$ cat config.mk
export PLATFORM = sky130hd
export DESIGN_NAME = clk_cfg_sequencer
export DESIGN_NICKNAME = d
export VERILOG_FILES = /design/src/rtl/clk_cfg_pkg.sv /design/src/rtl/clk_cfg_rom.sv /design/src/rtl/clk_cfg_sequencer.sv
export SDC_FILE = /design/constraint.sdc
export NUM_CORES = 1
export LEC_CHECK = 0
export CORE_MARGIN = 3
export CORE_UTILIZATION = 51
export CTS_CLUSTER_SIZE = 12
export DETAILED_ROUTE_END_ITERATION = 6
export GPL_ROUTABILITY_DRIVEN = 0
export MAX_ROUTING_LAYER = met4
export PLACE_DENSITY = 0.83
export REMOVE_ABC_BUFFERS = 1
export SLEW_MARGIN = 20
export SYNTH_ARGS = -nofsm -noshare
export SYNTH_HDL_FRONTEND = slang
export SYNTH_SLANG_ARGS = --single-unit
export TNS_END_PERCENT = 10
$ cat constraint.sdc
create_clock -name CLK_1MHZ -period 3.75 [get_ports CLK_1MHZ]
set_input_delay 0.375 -clock CLK_1MHZ [delete_from_list [all_inputs] [get_ports CLK_1MHZ]]
set_output_delay 0.375 -clock CLK_1MHZ [all_outputs]
set_load 0.02 [all_outputs]
$ cat src/rtl/clk_cfg_pkg.sv
// rtl/clk_cfg_pkg.sv - shared types, widths and constants for the clock-config sequencer
package clk_cfg_pkg;

    localparam int DEV_W         = 2;
    localparam int NUM_WORDS_MAX = 16;
    localparam int IDX_W         = $clog2(NUM_WORDS_MAX + 1);
    localparam int CNT_W         = 16;

    localparam logic [31:0] CFG_END_WORD = 32'hFFFF_FFFF;

    typedef enum logic [2:0] {
        ST_IDLE    = 3'd0,
        ST_LOAD    = 3'd1,
        ST_GO_HI   = 3'd2,
        ST_GO_LO   = 3'd3,
        ST_NEXTDEV = 3'd4,
        ST_SYNC    = 3'd5,
        ST_LOCK    = 3'd6,
        ST_PASS    = 3'd7
    } state_t;

    function automatic logic is_end_word(input logic [31:0] word);
        return word == CFG_END_WORD;
    endfunction

endpackage

$ cat src/rtl/clk_cfg_rom.sv
// rtl/clk_cfg_rom.sv - fixed jitter-cleaner register table indexed by {dev, idx}
module clk_cfg_rom
    import clk_cfg_pkg::*;
(
    input  logic [DEV_W-1:0] dev,
    input  logic [IDX_W-1:0] idx,
    output logic [31:0]      word
);

    // Table lookup; any slot not listed reads back as the end-of-device marker
    always_comb begin
        word = CFG_END_WORD;
        casez ({dev, idx})
            {2'd0, 5'd0}:     word = 32'h0A00_0011;
            {2'd0, 5'd1}:     word = 32'h0A00_0122;
            {2'd0, 5'd2}:     word = 32'h0A00_0233;
            {2'd0, 5'd3}:     word = 32'h0A00_0344;
            {2'd1, 5'd0}:     word = 32'h1B00_0155;
            {2'd1, 5'd1}:     word = 32'h1B00_0266;
            {2'd1, 5'd2}:     word = 32'h1B00_0377;
            // device 2 fills every slot, so its run ends on the slot limit
            {2'd2, 5'b0????}: word = {16'h2C00, 11'd0, idx};
            default:          word = CFG_END_WORD;
        endcase
    end

endmodule

$ cat src/rtl/clk_cfg_sequencer.sv
// rtl/clk_cfg_sequencer.sv - jitter-cleaner SPI table loader with host pass-through; option CLK_CFG_AUTOSTART_EN
module clk_cfg_sequencer
    import clk_cfg_pkg::*;
#(
    parameter int NUM_DEV     = 3,
    parameter int NUM_WORDS   = 16,
    parameter int SYNC_CYCLES = 10,
    parameter int LOCK_CYCLES = 1000,
    parameter int TIMEOUT     = 4095
) (
    input  logic        CLK_1MHZ,
    input  logic        RST,
    input  logic        CFG_START,
    input  logic        WB_SPI_GO,
    input  logic [31:0] WB_SPI_DATA,
    input  logic [1:0]  WB_SPI_SEL,
    output logic        WB_SPI_DONE,
    output logic [31:0] WB_SPI_RDBK,
    output logic [31:0] SPI_O,
    output logic [1:0]  SPI_SEL_O,
    output logic        SPI_GO,
    input  logic        SPI_DONE,
    input  logic [31:0] SPI_I,
    output logic        SYNC,
    output logic        CFG_BUSY,
    output logic        CFG_DONE,
    output logic        CFG_ERR
);

    state_t           state;
    state_t           state_nxt;
    logic             go_s1;
    logic             go_s2;
    logic             start_s1;
    logic             start_s2;
    logic             start_s3;
    logic             start_edge;
    logic             auto_edge;
    logic             start_pend;
    logic             start_req;
    logic [DEV_W-1:0] dev;
    logic [IDX_W-1:0] idx;
    logic [CNT_W-1:0] cnt;
    logic [31:0]      rom_word;
    logic [31:0]      word_q;
    logic [1:0]       sel_q;
    logic [31:0]      rdbk_q;
    logic             done_q;
    logic             busy_q;
    logic             cfg_done_q;
    logic             err_q;
    logic             slot_empty;
    logic             last_dev;
    logic             abort;
    logic             counting;

    clk_cfg_rom u_rom (
        .dev  (dev),
        .idx  (idx),
        .word (rom_word)
    );

`ifdef CLK_CFG_AUTOSTART_EN
    logic [1:0] auto_cnt;

    // Counts the first cycles out of reset; the internal start fires once on the 2nd
    always_ff @(posedge CLK_1MHZ or negedge RST) begin
        if (!RST) begin
            auto_cnt <= 2'd0;
        end else if (auto_cnt != 2'd3) begin
            auto_cnt <= auto_cnt + 2'd1;
        end
    end

    assign auto_edge = (auto_cnt == 2'd1);
`else
    assign auto_edge = 1'b0;
`endif

    assign start_edge = (start_s2 & ~start_s3) | auto_edge;
    assign start_req  = start_edge | start_pend;
    assign slot_empty = (idx == IDX_W'(NUM_WORDS)) || is_end_word(rom_word);
    assign last_dev   = (dev == DEV_W'(NUM_DEV - 1));
    assign counting   = state inside {ST_GO_HI, ST_GO_LO, ST_SYNC, ST_LOCK};
    // A handshake edge that has not arrived by the last allowed cycle aborts the run
    assign abort      = (cnt == CNT_W'(TIMEOUT - 1)) &&
                        (((state == ST_GO_HI) && !SPI_DONE) ||
                         ((state == ST_GO_LO) && SPI_DONE));

    // Bring host-domain levels into CLK_1MHZ; an extra stage on start gives the edge
    always_ff @(posedge CLK_1MHZ or negedge RST) begin
        if (!RST) begin
            go_s1    <= 1'b0;
            go_s2    <= 1'b0;
            start_s1 <= 1'b0;
            start_s2 <= 1'b0;
            start_s3 <= 1'b0;
        end else begin
            go_s1    <= WB_SPI_GO;
            go_s2    <= go_s1;
            start_s1 <= CFG_START;
            start_s2 <= start_s1;
            start_s3 <= start_s2;
        end
    end

    // State register
    always_ff @(posedge CLK_1MHZ or negedge RST) begin
        if (!RST) begin
            state <= ST_IDLE;
        end else begin
            state <= state_nxt;
        end
    end

    // Next-state decision
    always_comb begin
        state_nxt = state;
        case (state)
            ST_IDLE: begin
                if (start_req) begin
                    state_nxt = ST_LOAD;
                end else if (go_s2) begin
                    state_nxt = ST_PASS;
                end
            end
            ST_LOAD:    state_nxt = slot_empty ? ST_NEXTDEV : ST_GO_HI;
            ST_GO_HI: begin
                if (SPI_DONE) begin
                    state_nxt = ST_GO_LO;
                end else if (abort) begin
                    state_nxt = ST_IDLE;
                end
            end
            ST_GO_LO: begin
                if (!SPI_DONE) begin
                    state_nxt = ST_LOAD;
                end else if (abort) begin
                    state_nxt = ST_IDLE;
                end
            end
            ST_NEXTDEV: state_nxt = last_dev ? ST_SYNC : ST_LOAD;
            ST_SYNC: begin
                if (cnt == CNT_W'(SYNC_CYCLES - 1)) begin
                    state_nxt = ST_LOCK;
                end
            end
            ST_LOCK: begin
                if (cnt == CNT_W'(LOCK_CYCLES - 1)) begin
                    state_nxt = ST_IDLE;
                end
            end
            ST_PASS: begin
                if (!go_s2 && !SPI_DONE) begin
                    state_nxt = ST_IDLE;
                end
            end
            default:    state_nxt = ST_IDLE;
        endcase
    end

    // Per-state cycle counter, cleared on every state change
    always_ff @(posedge CLK_1MHZ or negedge RST) begin
        if (!RST) begin
            cnt <= '0;
        end else if (state_nxt != state) begin
            cnt <= '0;
        end else if (counting) begin
            cnt <= cnt + 1'b1;
        end
    end

    // Table pointer: restart at dev0/idx0, step idx per word, step dev per marker
    always_ff @(posedge CLK_1MHZ or negedge RST) begin
        if (!RST) begin
            dev <= '0;
            idx <= '0;
        end else begin
            case (state)
                ST_IDLE: begin
                    if (start_req) begin
                        dev <= '0;
                        idx <= '0;
                    end
                end
                ST_GO_LO: begin
                    if (!SPI_DONE) begin
                        idx <= idx + 1'b1;
                    end
                end
                ST_NEXTDEV: begin
                    if (!last_dev) begin
                        dev <= dev + 1'b1;
                        idx <= '0;
                    end
                end
                default: ;
            endcase
        end
    end

    // Hold a start edge that arrives during a host transfer until IDLE can serve it
    always_ff @(posedge CLK_1MHZ or negedge RST) begin
        if (!RST) begin
            start_pend <= 1'b0;
        end else if (state == ST_IDLE) begin
            start_pend <= 1'b0;
        end else if ((state == ST_PASS) && start_edge) begin
            start_pend <= 1'b1;
        end
    end

    // SPI word and select are only loaded while SPI_GO is low, so they stay stable across a transfer
    always_ff @(posedge CLK_1MHZ or negedge RST) begin
        if (!RST) begin
            word_q <= '0;
            sel_q  <= '0;
        end else if ((state == ST_LOAD) && !slot_empty) begin
            word_q <= rom_word;
            sel_q  <= dev;
        end else if ((state == ST_IDLE) && !start_req && go_s2) begin
            word_q <= WB_SPI_DATA;
            sel_q  <= WB_SPI_SEL;
        end
    end

    // Capture the SPI readback on every rising SPI_DONE, whoever owns the bus
    always_ff @(posedge CLK_1MHZ or negedge RST) begin
        if (!RST) begin
            done_q <= 1'b0;
            rdbk_q <= '0;
        end else begin
            done_q <= SPI_DONE;
            if (SPI_DONE && !done_q) begin
                rdbk_q <= SPI_I;
            end
        end
    end

    // Run status: set on start, resolved by lock completion or a handshake timeout
    always_ff @(posedge CLK_1MHZ or negedge RST) begin
        if (!RST) begin
            busy_q     <= 1'b0;
            cfg_done_q <= 1'b0;
            err_q      <= 1'b0;
        end else if ((state == ST_IDLE) && start_req) begin
            busy_q     <= 1'b1;
            cfg_done_q <= 1'b0;
            err_q      <= 1'b0;
        end else if ((state == ST_LOCK) && (state_nxt == ST_IDLE)) begin
            busy_q     <= 1'b0;
            cfg_done_q <= 1'b1;
        end else if (abort) begin
            busy_q     <= 1'b0;
            err_q      <= 1'b1;
        end
    end

    // State-decoded outputs
    always_comb begin
        SPI_GO      = 1'b0;
        SYNC        = 1'b0;
        WB_SPI_DONE = 1'b0;
        case (state)
            ST_GO_HI: SPI_GO = 1'b1;
            ST_SYNC:  SYNC   = 1'b1;
            ST_PASS: begin
                SPI_GO      = go_s2;
                WB_SPI_DONE = SPI_DONE;
            end
            default: ;
        endcase
    end

    assign SPI_O       = word_q;
    assign SPI_SEL_O   = sel_q;
    assign WB_SPI_RDBK = rdbk_q;
    assign CFG_BUSY    = busy_q;
    assign CFG_DONE    = cfg_done_q;
    assign CFG_ERR     = err_q;

endmodule

==> results.cfg, run 1 <==
[placed_design]
placedCellCount = 679
hpwl_mm = 8.48
port_buffers = 142

[setup_path]
worstSetupPathType = reg -> reg
cp.required_ps = 4010
critPathLaunchType = flip-flop
cp.arrival_ps = 3040
critPathMaxFanout = 16
endpoint_kind = flip-flop

[sta]
rsz0062_at_grt = no
fin_worst_skew_ps = 11.2
min_period_ps = 2780
hold_violations = 0
finalCritPeriodShare_pct = 74.0
holdWs_ps = 35.0
slew_viol_final = 0
tightest_slew_ps = 1050
setup_viol = 0
clock.fmax_mhz = 360
setup-tns-final_ps = 0
max_slew_margin_pct = 29.7

[cts]
cts_root_buf = clkbuf_8
cts_resized = 0
post_cts_buffers = 0
cts-htree-levels = 3
clock-sinks = 102
cts.clk_slew.worst_paths_ps = 100
cts_tree = done
clkLatencyLatePin_ps = 370
cts_max_path_buffers = 2
holdBufCountCts = 0
cts_buffers = 9

[synth]
synthFlopType = dfrtp_1
synth_xor_area_share_pct = 3.32
synth-seq-area-share_pct = 53.7
ys_async_sr_fraction_pct = 100
ys_types = 55
ys_warn_count = 0
syn_inst = 449
ys_seq_elements = 102
synth_top_family_by_area = simple AND/OR/NAND/NOR gates
synth_compound_area_share_pct = 13.4
synthAdderAreaFrac_pct = 2.34
synth.mux.area_fraction_pct = 8.48
synth-simple-area-share_pct = 15.8
synth_edf_count = 0
syn_area_um2 = 4750
avgSynthCellArea_um2 = 10.6

[pwr]
comb_power_share_pct = 48.1
vdd_drop_max_mv = 0.384
power_frac_seq_pct = 37.4
p_leak_uw = 0.00261
power_density_nw_per_um2 = 677
clockPowerShare_pct = 14.5
power.net_switching_uw = 1800
sw_frac_of_total_pct = 41.3
internal_power_uw = 2560
total_power_uw = 4360

[finish]
final_cells = 695
drive_gt1_share_pct = 10.4
layout_common_cells = clkdlybuf4s50_1, dfrtp_1, nand2_1, mux2_2, a21oi_1
area_growth_pct = 35.3
antenna_cells = 0
nNetsFinal = 661
final_common_cell = clkdlybuf4s50_1

[floorplanning]
num_rows = 34
die_h_um = 103
die_w_um = 103
design.core.area_um2 = 8890
ios = 143
die_area_um2 = 10500
initial_utilization_pct = 53.5

[detailed_routing]
via_per_inst = 5.79
routedWlPerCell_um = 17.2
via_count = 4024
totalWireLength_mm = 11.9
first_iter_violations = 248
firstDrtPassIters = 5
antenna_left = 0
drc = 0

[outcome]
outcome = finished clean

[global_route]
grt-ovfl-total = 0
grt_start_max_net_pins = 87
antenna_found_initial = 0
gr-usage-all-layers_pct = 23.5
grt_pass1_wl_mm = 18.9
grt_pass1_vias = 3886

[worst_hold_path]
hp-class = in -> async

[flow_run]
maxCapViolCount = 0
state kept, by name, indices dropped and copies added (netlist names), 2 cells and up:
register and count:
idx 5, WB_SPI_RDBK 32, state 3, SPI_SEL_O 2, dev 2, SPI_O 32, cnt 16
metal layers:
metal	GRT usage, %	share of wire, %	vias to the layer above
met5	-	0	-
met2	37.3	49	190
met4	6.76	1.4	0
met3	4.19	7.1	17
met1	31.1	43	1943
li1	-	-	1874
power by group through the flow:
stage | combinational (uW) | clock (uW) | sequential (uW)
CTS | 2110 | 647 | 1630
global route | 2270 | 701 | 1670
global placement | 2040 | 0 | 1630
finish | 2100 | 632 | 1630
detailed placement | 2100 | 0 | 1650
floorplan | 902 | 0 | 1910
final cells by class:
class | count | area [um2]
clock buffer | 10 | 128
clock inverter | 6 | 45.0
fill | 620 | 2460
inverter | 10 | 37.5
multi-input combinational | 312 | 2070
sequential | 102 | 2550
tap | 108 | 135
timing repair buffer | 147 | 1460
final timing paths:
kind                       startpoint              end  slack [ps]  cells past startpoint
setup / recovery               idx[0]           cnt[1]         970                      6
hold / removal                    RST         start_s1          40                      1
setup reg to reg               idx[0]           cnt[1]         970                      6
hold reg to reg              start_s1         start_s2         370                      0
max in group asynchronous         RST  WB_SPI_RDBK[22]        2950                      2
min in group CLK_1MHZ        start_s1         start_s2         370                      0
Yosys cell counts, types with 10 or more instances:
master | instances | area (um2)
a21oi_1 | 29 | 145
clkbuf_1 | 16 | 60.1
o21ai_0 | 10 | 50.1
nor2_1 | 15 | 56.3
xor2_1 | 10 | 87.6
nor3_1 | 13 | 65.1
a31oi_1 | 10 | 62.6
dfrtp_1 | 102 | 2550
mux2_2 | 34 | 383
inv_1 | 10 | 37.5
a211oi_1 | 19 | 143
nand3_1 | 10 | 50.1
nand2_1 | 72 | 270
stage by stage:
stage | setup WS (ps) | util (%) | area, um2
detailed placement | 1030 | 70.4 | 6260
CTS | 997 | 72.3 | 6430
global placement | 1200 | 70.4 | 6260
global route | 821 | 72.3 | 6430
floorplan | 413 | - | 4650
finish | 973 | 72.3 | 6430
logic make-up after synthesis:
kind of cell / after synthesis
flip-flops: 102
XOR/XNOR: 18
multiplexers: 36
AND/OR/NAND/NOR: 154
AO/OA/AOI/OAI: 95
adder cells (fa/ha/maj): 9
buffers and inverters: 35
critical path, cell delays in order (launching register included):
cell      delay, ps
dfrtp_1         450
inv_1            90
ha_1            280
o41ai_1         570
a21oi_2         120
or4_1           780
a211oi_1        360
Note: power is estimated with default switching activity, not from simulation.
==> run 2: changes to the inputs <==
CORE_UTILIZATION = 47   (was 51)
PLACE_DENSITY = 0.77   (was 0.83)
clock period = 2.9 ns   (was 3.75 ns; I/O delays follow)
==> run 2 against run 1 <==
  * Cell area increased by 1.8%
  * Via count decreased by 0.32%
  * Sequential cell count unchanged
  * Die area increased by 8.0%
  * First-iteration DRC count decreased by 29%
  * Power increased by 31%
  * Clock skew increased by 5.5 ps
==> results.cfg, run 2 (synthesized netlist as in run 1, its figures left out) <==
[sta]
holdWs_ps = 351
tightest_slew_ps = 751
fin_worst_skew_ps = 16.7
min_period_ps = 2690
rsz0062_at_grt = no
hold_violations = 0
setup_viol = 0
finalCritPeriodShare_pct = 92.7
max_slew_margin_pct = 49.5
clock.fmax_mhz = 372
slew_viol_final = 0

[finish]
n_fill_cell = 771
fin_area_um2 = 6550
layout_common_cells = clkdlybuf4s50_1, dfrtp_1, nand2_1, mux2_2, a21oi_1
final_common_cell = clkdlybuf4s50_1
antenna_cells = 0
final_cells = 728
area_growth_pct = 37.8
drive_gt1_share_pct = 11.8
nNetsFinal = 669

[floorplanning]
die_h_um = 107
ios = 143
die_w_um = 107
die_area_um2 = 11400
design.core.area_um2 = 9820
initial_utilization_pct = 48.4
num_rows = 36

[worst_hold_path]
hold_end = start_s2
hold_depth = 0
hp-class = reg -> reg
worstHoldStart = start_s1

[cts]
cts_buffers = 9
clkLatencyLatePin_ps = 370
cts_max_path_buffers = 2
cts_tree = done
cts_root_buf = clkbuf_8
clock-sinks = 102
cts.clk_slew.worst_paths_ps = 100
cts-htree-levels = 3
post_cts_buffers = 0

[setup_path]
reg2regPathDepth = 5
rr_startpoint = cnt[13]
critPathLaunchType = flip-flop
reg2reg_slack_ps = 210
critPathMaxFanout = 17
reg2reg_to = cnt[13]
cp.required_ps = 3120
cp.arrival_ps = 2900
worstSetupPathType = reg -> reg
endpoint_kind = flip-flop

[global_route]
antenna_found_initial = 0
gr-usage-all-layers_pct = 22.6
grt_start_max_net_pins = 53
grt_pass1_vias = 3771
grt_pass1_wl_mm = 19.7
grt-ovfl-total = 0

[placed_design]
placedCellCount = 711
hpwl_mm = 9.35
placed_area_um2 = 6350
port_buffers = 142

[detailed_routing]
totalWireLength_mm = 12.6
first_iter_violations = 177
antenna_left = 0
firstDrtPassIters = 5
via_count = 4011
routedWlPerCell_um = 17.3
drc = 0
via_per_inst = 5.51

[pwr]
power_density_nw_per_um2 = 873
p_leak_uw = 0.00266
vdd_drop_max_mv = 0.459

[flow_run]
maxCapViolCount = 0

[outcome]
outcome = finished clean
## run 2: area by class of cell
type	count	area (um2)	share of cell area, %
clock buffers	9	124	1.89
clock inverters	7	56.3	0.860
inverters	10	37.5	0.573
multi-input cells	312	2080	31.8
flip-flops and latches	102	2550	39.0
well taps	133	166	2.54
repair buffers	155	1530	23.4
## run 2: how the worst max path moves through the flow
| stage | startpoint | end | cells after the start |
|---|---|---|---|
| 6_report | cnt[13] | cnt[13] | 5 |
| 5_1_grt | idx[0] | cnt[13] | 6 |
| 3_5_place_dp | idx[0] | cnt[13] | 6 |
| 4_1_cts | idx[0] | cnt[13] | 6 |
| 2_1_floorplan | state[1] | cnt[8] | 4 |
| 3_3_place_gp | idx[0] | cnt[0] | 6 |
## run 2: stage by stage
| step | util [%] | TNS (ps) | power, uW | setup slack, ps |
|---|---|---|---|---|
| 2_1_floorplan | - | -8170 | 3630 | -437 |
| 3_3_place_gp | 64.7 | 0 | 4820 | 317 |
| 3_5_place_dp | 64.7 | 0 | 4900 | 93.8 |
| 4_1_cts | 66.6 | 0 | 5740 | 71.9 |
| 5_1_grt | 66.7 | 0 | 6090 | 38.0 |
| 6_report | 66.7 | 0 | 5720 | 213 |
## run 2: report_power, final
group	internal (uW)	total [uW]	leakage (uW)	switching (uW)
Clock	323	836	0.0000842	513
Sequential	1800	2070	0.00128	270
Combinational	1230	2810	0.00130	1580
Total	3350	5720	0.00266	2360
## run 2: what timing repair did
item / CTS / global route
gates resized for setup: 0 / 1
setup endpoints to repair: 0 / 16
hold buffers: 1 / 0
endpoints found under the hold margin: 50 / 0
## run 2: worst max-delay path: stages, from the launching register on
cell and delay (ps):
dfrtp_1 430, or4_1 580, or4_4 570, maj3_2 340, a31oi_4 460, a211oi_1 160
## run 2: metal layers
metal	vias to the layer above	track usage, %	share of wire (%)
li1	1899	-	-
met1	1938	28.9	44
met2	150	36.3	48
met3	24	5.22	6.2
met4	0	6.30	1.9
met5	-	-	0
==> run 3: changes to the inputs <==
CORE_MARGIN = 5   (was 3)
CTS_CLUSTER_SIZE = unset   (was 12)
==> run 3 against run 2 <==
  * Non-clock buffer count decreased by 3
  * Register-to-register slack improved by 20 ps
  * Cell count decreased by 0.41%
  * Sequential share of layout area about the same
  * Clock power increased by 9.2%
  * Via count decreased by 2.3%
  * Global-route usage decreased by 0.94 points
  * Worst hold slack improved by 8.7 ps
  * Sequential power about the same
  * Critical path type unchanged
  * First-iteration DRC count increased by 5.6%
==> results.cfg, run 3 (synthesized netlist as in run 1, its figures left out) <==
[detailed_routing]
firstDrtPassIters = 4
first_iter_violations = 187
via_count = 3919
antenna_left = 0
routedWlPerCell_um = 17.4
via_per_inst = 5.41
drc = 0
totalWireLength_mm = 12.6

[finish]
nNetsFinal = 666
area_growth_pct = 37.9
final_common_cell = clkdlybuf4s50_1
drive_gt1_share_pct = 11.3
antenna_cells = 0
fin_area_um2 = 6550
n_fill_cell = 792
final_cells = 725
layout_common_cells = clkdlybuf4s50_1, dfrtp_1, nand2_1, mux2_2, a21oi_1

[floorplanning]
design.core.area_um2 = 9820
ios = 143
die_w_um = 111
initial_utilization_pct = 48.4
num_rows = 36
die_h_um = 111
die_area_um2 = 12200

[sta]
slew_viol_final = 0
setup_viol = 0
min_period_ps = 2670
setup-tns-final_ps = 0
hold_violations = 0
finalCritPeriodShare_pct = 92.1
clock.fmax_mhz = 374
fin_worst_skew_ps = 15.4
tightest_slew_ps = 771
rsz0062_at_grt = no
holdWs_ps = 360
max_slew_margin_pct = 48.2

[cts]
post_cts_buffers = 0
cts_tree = done
clock-sinks = 102
cts_buffers = 9
cts_max_path_buffers = 2
cts_root_buf = clkbuf_8
cts.clk_slew.worst_paths_ps = 90
clkLatencyLatePin_ps = 360
cts-htree-levels = 3

[placed_design]
placed_area_um2 = 6330
port_buffers = 142
placedCellCount = 708
hpwl_mm = 9.40

[pwr]
p_leak_uw = 0.00267
vdd_drop_max_mv = 0.442
total_power_uw = 5790
power_density_nw_per_um2 = 884

[global_route]
gr-usage-all-layers_pct = 21.6
antenna_found_initial = 0
grt_pass1_wl_mm = 21.4
grt-ovfl-total = 0
grt_pass1_vias = 3986
grt_start_max_net_pins = 60

[setup_path]
endpoint_kind = flip-flop
cp_cell_sequence = or4_1 > or4_4 > maj3_2 > a31oi_4 > a211oi_1
critPathMaxFanout = 17
crit_slowest_cell = or4_1
cp.required_ps = 3110
cp.arrival_ps = 2880
critPathLaunchType = flip-flop
max_stage_delay_ps = 580
worstSetupPathType = reg -> reg

[worst_hold_path]
hp-class = reg -> reg

[flow_run]
maxCapViolCount = 0

[outcome]
outcome = finished clean
==> run 3: report_power, final <==
part,switching (uW),internal [uW]
Sequential,295,1800
Clock,502,412
Combinational,1570,1210
Total,2360,3430
==> run 3: per-layer routing <==
layer | up-vias | part of all wire (%) | GRT usage (%)
li1 | 1893 | - | -
met1 | 1890 | 45 | 28.2
met2 | 128 | 49 | 34.7
met3 | 8 | 5.6 | 5.69
met4 | 0 | 0.74 | 3.69
met5 | - | 0 | -
==> run 3: metrics by stage <==
stage               worst slack [ps]  utilization, %
finish                           229            66.7
global route                    73.0            66.7
CTS                              179            66.7
detailed placement               195            64.5
global placement                 319            64.5
floorplan                       -437               -
==> run 3: final cells by class <==
cell class	count	area [um2]	area share (%)
clock buffers	9	124	1.89
clock inverters	7	81.3	1.24
inverters	10	37.5	0.573
multi-input cells	312	2080	31.8
flip-flops and latches	102	2550	39.0
well taps	133	166	2.54
repair buffers	152	1510	23.0
==> run 3: repair_timing <==
| action | CTS | global route |
|---|---|---|
| resized for setup | 0 | 1 |
| endpoints found under the setup margin | 0 | 16 |
| endpoints found under the hold margin | 43 | 0 |
| hold buffers | 1 | 0 |
==> run 3: final timing paths <==
check	startpoint	endpoint	slack [ps]	cells after the start
hold reg to reg	start_s1	start_s2	360	0
max in group asynchronous	RST	SPI_O[23]	1740	3
setup / recovery	cnt[13]	cnt[8]	230	5
setup reg to reg	cnt[13]	cnt[8]	230	5
min in group asynchronous	RST	WB_SPI_RDBK[9]	460	2
hold / removal	start_s1	start_s2	360	0
==> run 3: worst max-delay path, delay by kind of cell (launching register included) <==
kind            cells  cell delay (ps)
compound gates      2              610
simple gates        2             1140
fa+ha+maj           1              340
flops               1              430
